$ cat src/rtl/mux_sched_pkg.sv
// Shared types and constants for the three-input mux scheduler.
package mux_sched_pkg;

  localparam int DATA_W           = 4;
  localparam int NREQ             = 3;
  localparam int HOLD_CYCLES_DEF  = 2;

  typedef enum logic [1:0] {
    IDLE  = 2'd0,
    GRANT = 2'd1,
    GAP   = 2'd2
  } state_e;

  function automatic logic [1:0] oh2idx(input logic [NREQ-1:0] oh);
    return oh[2] ? 2'd2 : (oh[1] ? 2'd1 : 2'd0);
  endfunction

endpackage

$ cat src/rtl/mux_sched_rr_pick.sv
// Combinational round-robin picker: search starts just after the last grant, wrapping 2 -> 0.
module rr_pick
  import mux_sched_pkg::*;
(
  input  logic [NREQ-1:0] req_i,
  input  logic [1:0]      last_grant_i,
  output logic [NREQ-1:0] winner_o,
  output logic            found_o
);

  always_comb begin
    winner_o = '0;
    found_o  = |req_i;
    case (last_grant_i)
      2'd0: begin
        if      (req_i[1]) winner_o = 3'b010;
        else if (req_i[2]) winner_o = 3'b100;
        else if (req_i[0]) winner_o = 3'b001;
      end
      2'd1: begin
        if      (req_i[2]) winner_o = 3'b100;
        else if (req_i[0]) winner_o = 3'b001;
        else if (req_i[1]) winner_o = 3'b010;
      end
      default: begin
        if      (req_i[0]) winner_o = 3'b001;
        else if (req_i[1]) winner_o = 3'b010;
        else if (req_i[2]) winner_o = 3'b100;
      end
    endcase
  end

endmodule

$ cat src/rtl/mux_sched.sv
// Round-robin 3:1 mux scheduler with bounded hold and a one-cycle break-before-make gap.
// Define MUX_SCHED_ASSERT_EN to compile in protocol assertions.
//
// state | meaning
// IDLE  | no requester granted, arbitrate on any req
// GRANT | one sel high, data forwarded to mux_op each edge
// GAP   | all sels low for one cycle, then re-arbitrate or go IDLE
module mux_sched
  import mux_sched_pkg::*;
#(
  parameter int HOLD_CYCLES = HOLD_CYCLES_DEF
) (
  input  logic              clock,
  input  logic              reset_n,
  input  logic [NREQ-1:0]   req,
  input  logic [DATA_W-1:0] ip1,
  input  logic [DATA_W-1:0] ip2,
  input  logic [DATA_W-1:0] ip3,
  output logic              sel1,
  output logic              sel2,
  output logic              sel3,
  output logic [DATA_W-1:0] mux_op,
  output logic              op_valid,
  output logic              busy
);

  state_e            state_q, state_d;
  logic [NREQ-1:0]   sel_q, sel_d;
  logic [3:0]        cnt_q, cnt_d;
  logic [1:0]        last_q, last_d;
  logic [DATA_W-1:0] mux_q, mux_d;
  logic              valid_q, valid_d;

  logic [NREQ-1:0]   winner;
  logic              found;
  logic [DATA_W-1:0] sel_data;

  rr_pick u_pick (
    .req_i        (req),
    .last_grant_i (last_q),
    .winner_o     (winner),
    .found_o      (found)
  );

  assign sel_data = ({DATA_W{sel_q[0]}} & ip1)
                  | ({DATA_W{sel_q[1]}} & ip2)
                  | ({DATA_W{sel_q[2]}} & ip3);

  always_comb begin
    state_d = state_q;
    sel_d   = sel_q;
    cnt_d   = cnt_q;
    last_d  = last_q;
    mux_d   = mux_q;
    valid_d = 1'b0;
    case (state_q)
      IDLE, GAP: begin
        if (found) begin
          state_d = GRANT;
          sel_d   = winner;
          cnt_d   = 4'(HOLD_CYCLES - 1);
          last_d  = oh2idx(winner);
        end else begin
          state_d = IDLE;
          sel_d   = '0;
        end
      end
      GRANT: begin
        valid_d = 1'b1;
        mux_d   = sel_data;
        // Owner dropping its request ends the grant early.
        if (cnt_q == 4'd0 || (req & sel_q) == '0) begin
          state_d = GAP;
          sel_d   = '0;
        end else begin
          cnt_d = cnt_q - 4'd1;
        end
      end
      default: begin
        state_d = IDLE;
        sel_d   = '0;
      end
    endcase
  end

  always_ff @(posedge clock or negedge reset_n) begin
    if (!reset_n) begin
      state_q <= IDLE;
      sel_q   <= '0;
      cnt_q   <= 4'd0;
      last_q  <= 2'd2;
      mux_q   <= '0;
      valid_q <= 1'b0;
    end else begin
      state_q <= state_d;
      sel_q   <= sel_d;
      cnt_q   <= cnt_d;
      last_q  <= last_d;
      mux_q   <= mux_d;
      valid_q <= valid_d;
    end
  end

  assign sel1     = sel_q[0];
  assign sel2     = sel_q[1];
  assign sel3     = sel_q[2];
  assign mux_op   = mux_q;
  assign op_valid = valid_q;
  assign busy     = (state_q == GRANT);

`ifdef MUX_SCHED_ASSERT_EN
  logic [4:0] run_q;

  always_ff @(posedge clock or negedge reset_n) begin
    if (!reset_n)               run_q <= 5'd0;
    else if (state_q == GRANT)  run_q <= run_q + 5'd1;
    else                        run_q <= 5'd0;
  end

  a_sel_onehot0: assert property (@(posedge clock) disable iff (!reset_n)
    $onehot0(sel_q));
  a_gap_zero: assert property (@(posedge clock) disable iff (!reset_n)
    (state_q == GAP) |-> (sel_q == '0));
  a_grant_len: assert property (@(posedge clock) disable iff (!reset_n)
    run_q <= 5'(HOLD_CYCLES));
  a_grant_req: assert property (@(posedge clock) disable iff (!reset_n)
    (state_q != GRANT && state_d == GRANT) |-> ((req & sel_d) != '0));
  a_valid_busy: assert property (@(posedge clock) disable iff (!reset_n)
    op_valid |-> $past(busy));
`else
`endif

endmodule

$ cat config.mk
export PLATFORM = sky130hd
export DESIGN_NAME = mux_sched
export DESIGN_NICKNAME = d
export VERILOG_FILES = /design/src/rtl/mux_sched_pkg.sv /design/src/rtl/mux_sched_rr_pick.sv /design/src/rtl/mux_sched.sv
export SDC_FILE = /design/constraint.sdc
export NUM_CORES = 1
export LEC_CHECK = 0
export CELL_PAD_IN_SITES_DETAIL_PLACEMENT = 0
export CELL_PAD_IN_SITES_GLOBAL_PLACEMENT = 2
export CORE_MARGIN = 5
export CORE_UTILIZATION = 24
export DETAILED_ROUTE_END_ITERATION = 12
export PLACE_DENSITY_LB_ADDON = 0.1
export SYNTH_ARGS = -nofsm -noshare
export SYNTH_HDL_FRONTEND = slang
export SYNTH_HIERARCHICAL = 1
export SYNTH_SLANG_ARGS = --single-unit
$ cat constraint.sdc
create_clock -name clock -period 1.4 [get_ports clock]
set_input_delay 0.21 -clock clock [delete_from_list [all_inputs] [get_ports clock]]
set_output_delay 0.21 -clock clock [all_outputs]
set_load 0.03 [all_outputs]
# Word-level counts from Yosys, hierarchy flattened
# Cells that the tools add are included.
[totals]
register_bits = 16
in_bits = 17
output_inout_bits = 9
[classes]
addsub = 1
eq_ne = 6
muxes = 22
bitwise_logic = 6
n_reduce_logical = 10
[ops]
columns = ["op", "count"]
rows = [
  ["$mux W3", 9],
  ["$and A4 B4 Y4", 3],
  ["$pmux W3 S2", 2],
  ["$mux W4", 2],
  ["$or A4 B4 Y4", 2],
  ["$pmux W4 S2", 1],
  ["$mux W2", 3],
  ["$eq A2 B1 Y1 const B", 2],
  ["$logic_not A2 Y1", 2],
  ["$logic_not A4 Y1", 1],
  ["$mux W1", 4],
  ["$ne A2 B2 Y1 const B", 2],
  ["$pmux W2 S2", 1],
  ["$sub A4 B1 Y4 const B", 1],
  ["$and A3 B3 Y3", 1],
  ["$logic_not A3 Y1", 1],
  ["$reduce_and A3 Y1", 1],
  ["$reduce_or A3 Y1", 1],
  ["$eq A2 B2 Y1 const B", 1],
  ["$ne A2 B1 Y1 const B", 1],
  ["$reduce_and A2 Y1", 1],
  ["$reduce_bool A2 Y1", 1],
  ["$reduce_or A2 Y1", 1],
  ["$logic_or A1 B1 Y1", 1],
]

# Longest topological paths before layout
[logic_depth]
word_depth = 6
mapped_depth = 5
ltp_nobuf = 5

# Cells and area by module
# The synthesis kept the hierarchy.
[by_module_without_submodules]
columns = ["module", "n_inst", "cells_each", "area_per_inst_um2", "seq_area_each_um2"]
rows = [
  ["mux_sched", 1, 68, 730.7, 401.6],
  ["rr_pick", 1, 8, 57.6, 0.0],
]

# Worst setup path after synthesis
# No wires, ideal clock.
[synth_path]
kind = "reg-to-reg"
from = "register sel_q[0]"
to = "register state_q[0]"
setup_time_ns = 0.124
t_arrival_ns = 1.514
setup_slack_ns = -0.238
path_stages_with_launch = 4
path_buffers = 0
path_cell_list = "dfrtp_1 a222oi_1 nor3_2 or2_1"
[synth_via]
elab_chain_len = 4
[synth_rtl]
columns = ["item", "line_no", "rtl"]
rows = [
  ["start, declared", "mux_sched.sv:28", "logic [NREQ-1:0] sel_q, sel_d;"],
  ["start signal, assigned", "mux_sched.sv:96", "sel_q <= sel_d;"],
  ["$and A3 B3 Y3", "mux_sched.sv:72", "if (cnt_q == 4'd0 || (req & sel_q) == '0) begin"],
  ["$logic_not A3 Y1", "mux_sched.sv:72", ""],
  ["$logic_or A1 B1 Y1", "mux_sched.sv:72", ""],
  ["$ne A2 B1 Y1 (no line)", "n/a", ""],
  ["end signal, assigned", "mux_sched.sv:95", "state_q <= state_d;"],
  ["end, declared", "mux_sched.sv:27", "state_e state_q, state_d;"],
]
# No other way between the ends.
# A chain may end at the register's enable or synchronous reset.

# Worst setup path after layout
# Ends and elaborated chain as after synthesis.

==> results <==
[worst max-delay path by stage]
| stage | start | end | slack [ns] | cells after the start |
|---|---|---|---|---|
| floorplan | sel_q[0] | state_q[0] | -0.18 | 3 |
| global placement | req[1] | sel_q[1] | -0.35 | 5 |
| detailed placement | req[1] | sel_q[1] | -0.39 | 5 |
| CTS | req[1] | cnt_q[3] | -0.009 | 6 |
| global route | sel_q[0] | state_q[0] | -0.04 | 5 |
| finish | sel_q[0] | state_q[0] | 0.02 | 5 |
[critical path, cell delays in order, from the launching register on]
cell and delay, ns:
dfrtp_2 0.41, a222oi_1 0.30, buf_4 0.19, nor3_4 0.05, buf_6 0.13, or2_1 0.19
[cell families (layout without fill, tap and decap cells)]
family,Yosys count,count (layout)
AND/OR/NAND/NOR,31,31
buffers and inverters,6,56
adder cells (fa/ha/maj),1,1
multiplexers,2,2
flip-flops,16,16
AO/OA/AOI/OAI,20,20
[synth_stat cells, types with 2 or more instances]
library cell and number:
dfrtp_1 15, nand4b_1 2, mux2i_1 2, inv_1 5, nand2_1 12, nand3b_1 2
o21ai_0 5, nor2_1 4, nand2b_1 2, a222oi_1 5, o211ai_1 2, a22o_1 3
[repair_timing]
item / 4_1_cts / 5_1_grt
resized for setup: 20 / 11
buffers inserted: 4 / 3
endpoints found under the hold margin: 0 / 0
setup endpoints to repair: 15 / 11
pin swaps: 2 / 5
[registers in the layout, indices dropped and copies added, names as in the netlist]
register and cells:
state_q 2, op_valid 1, mux_op 4, last_q 2, cnt_q 4, sel_q 3
[power by group]
group	switching [mW]	leakage (nW)	total [mW]	internal, mW
Clock	0.160	0.0210	0.319	0.159
Sequential	0.115	0.200	0.758	0.643
Combinational	0.781	0.403	1.55	0.773
Total	1.06	0.624	2.63	1.58
[layer usage]
metal  routed length (µm)  share of wire [%]  track usage, %  up-vias
met4                    0                  0            1.52        0
met2                 1200                 50            21.6       19
met3                  161                6.8            4.33        0
met1                 1010                 43            13.4      397
li1                     -                  -               -      391
met5                    0                  0               0        -
[through the flow]
step	util (%)	setup slack (ns)	TNS (ns)
3_3_place_gp	38.6	-0.349	-3.21
3_5_place_dp	38.6	-0.391	-3.47
5_1_grt	44.3	-0.0421	-0.0763
2_1_floorplan	-	-0.184	-1.06
6_report	44.3	0.0220	0
4_1_cts	42.1	-0.00877	-0.00877
[cell type report]
class	instances	share of cell area, %
repair buffers	47	30.8
multi-input cells	54	30.8
flip-flops and latches	16	29.5
well taps	44	4.00
clock buffers	4	2.64
inverters	5	2.27
==> flow_metrics.tcl <==
set metrics [dict create \
    status "finished clean" \
    clk_pin_slew_worst_paths_ns 0.10 \
    die_area_um2 4530 \
    relSlewSlack_pct 79.3 \
    ys_types 29 \
    grt_max_degree 17 \
    fin_nets 145 \
    required_ns 1.59 \
    wirelength_um 2370 \
    synth.area.mux_share_pct 2.54 \
    grt_pass1_vias 822 \
    synth_nets 94 \
    antennaDiodeCount 0 \
    drc 0 \
    cp-start-kind "flip-flop" \
    power_density_nw_per_um2 1910 \
    n_fill_cell 328 \
    grt_util_all_layers_pct 11.8 \
    synth-compound-area-share_pct 20.2 \
    place.detailed.hpwl_um 1680 \
    cp-end-kind "flip-flop" \
    syn_area_um2 788 \
    coreArea_um2 3100 \
    r2r-start "sel_q[0]" \
    cts_tree "yes" \
    p_total_mw 2.63 \
    drtIter0Drc 35 \
    detail-route-antenna-nets 0 \
    portBuffers 25 \
    hold_slack_ns 0.237 \
    yosys_most_used_dff "dfrtp_1" \
    wl_per_cell_um 14.0 \
    multiInputGateArea_um2 423 \
    synthCells 76 \
    synth-edff-count 0 \
    drtPass1Iterations 4 \
    numCtsBuffers 3 \
    h-tree-depth 1 \
    drive_gt1_share_pct 35.7 \
    grt_pass1_wl_um 4050 \
    tightest_slew_ns 0.312 \
    layout.cells.non_filler 170 \
    layout_commonest_cell "buf_4" \
    synthXorXnorAreaFrac_pct 0 \
    cts_root_buf "clkbuf_4" \
    synth_seq_cells 16 \
    cp_max_fo 3 \
    arrival_ns 1.56 \
    ys_seq_area_share_pct 51.0 \
    synth-adder-area-share_pct 1.59 \
    die_x_um 67.3 \
    ir_drop_v 0.000799 \
    path_class "reg -> reg" \
    io_pins 26 \
    avgSynthCellArea_um2 10.4 \
    place_congestion 0.710 \
    hold_viol 0 \
    slew_violations 0 \
    min_path_type "in -> async" \
    synth_top_family_by_area "simple AND/OR/NAND/NOR gates" \
    initial_core_util_pct 25.4 \
    antenna_found_initial 0 \
    clockBufferDepth 2 \
    p_leak_nw 0.624 \
    register_area_um2 405 \
    mostFrequentLayoutCells "21 x buf_4, 15 x clkdlybuf4s50_1, 12 x nand2_1, 12 x dfrtp_1" \
    cts-hold-fix-buffers 0 \
    via_per_inst 4.75 \
    final_area_um2 1380 \
    reg2reg_depth 5 \
    r2r-end "state_q[0]" \
    synth_top_area_share_pct 47.6 \
    syn2layout_area_growth_pct 74.4 \
    overflow 0 \
    max_freq_mhz 726 \
    synth.top_cells.by_area "dfrtp_1 48%, a222oi_1 6.3%, nand2_1 5.7%" \
    grt_setup_unrepaired "true" \
    finalCritPeriodShare_pct 98.4 \
    place_area_um2 1200 \
    layout_min_cycle_time_ns 1.38 \
    yosys_warnings 6 \
    die_y_um 67.3 \
    rrSetupSlack_ns 0.02 \
    clock_skew_ns 0.00434 \
    drv_cap 0 \
    insertion_delay_ns 0.29 \
    yosys.area.top_type "dfrtp_1" \
    row_count 20 \
    setup_viol 0 \
    synthSimpleGateAreaFrac_pct 21.9 \
    clock-sinks 16 \
    placed_cells 159 \
    via_count 807 \
    synthArstFlopShare_pct 100 \
]
No activity file was read; power rests on OpenSTA's default activity.
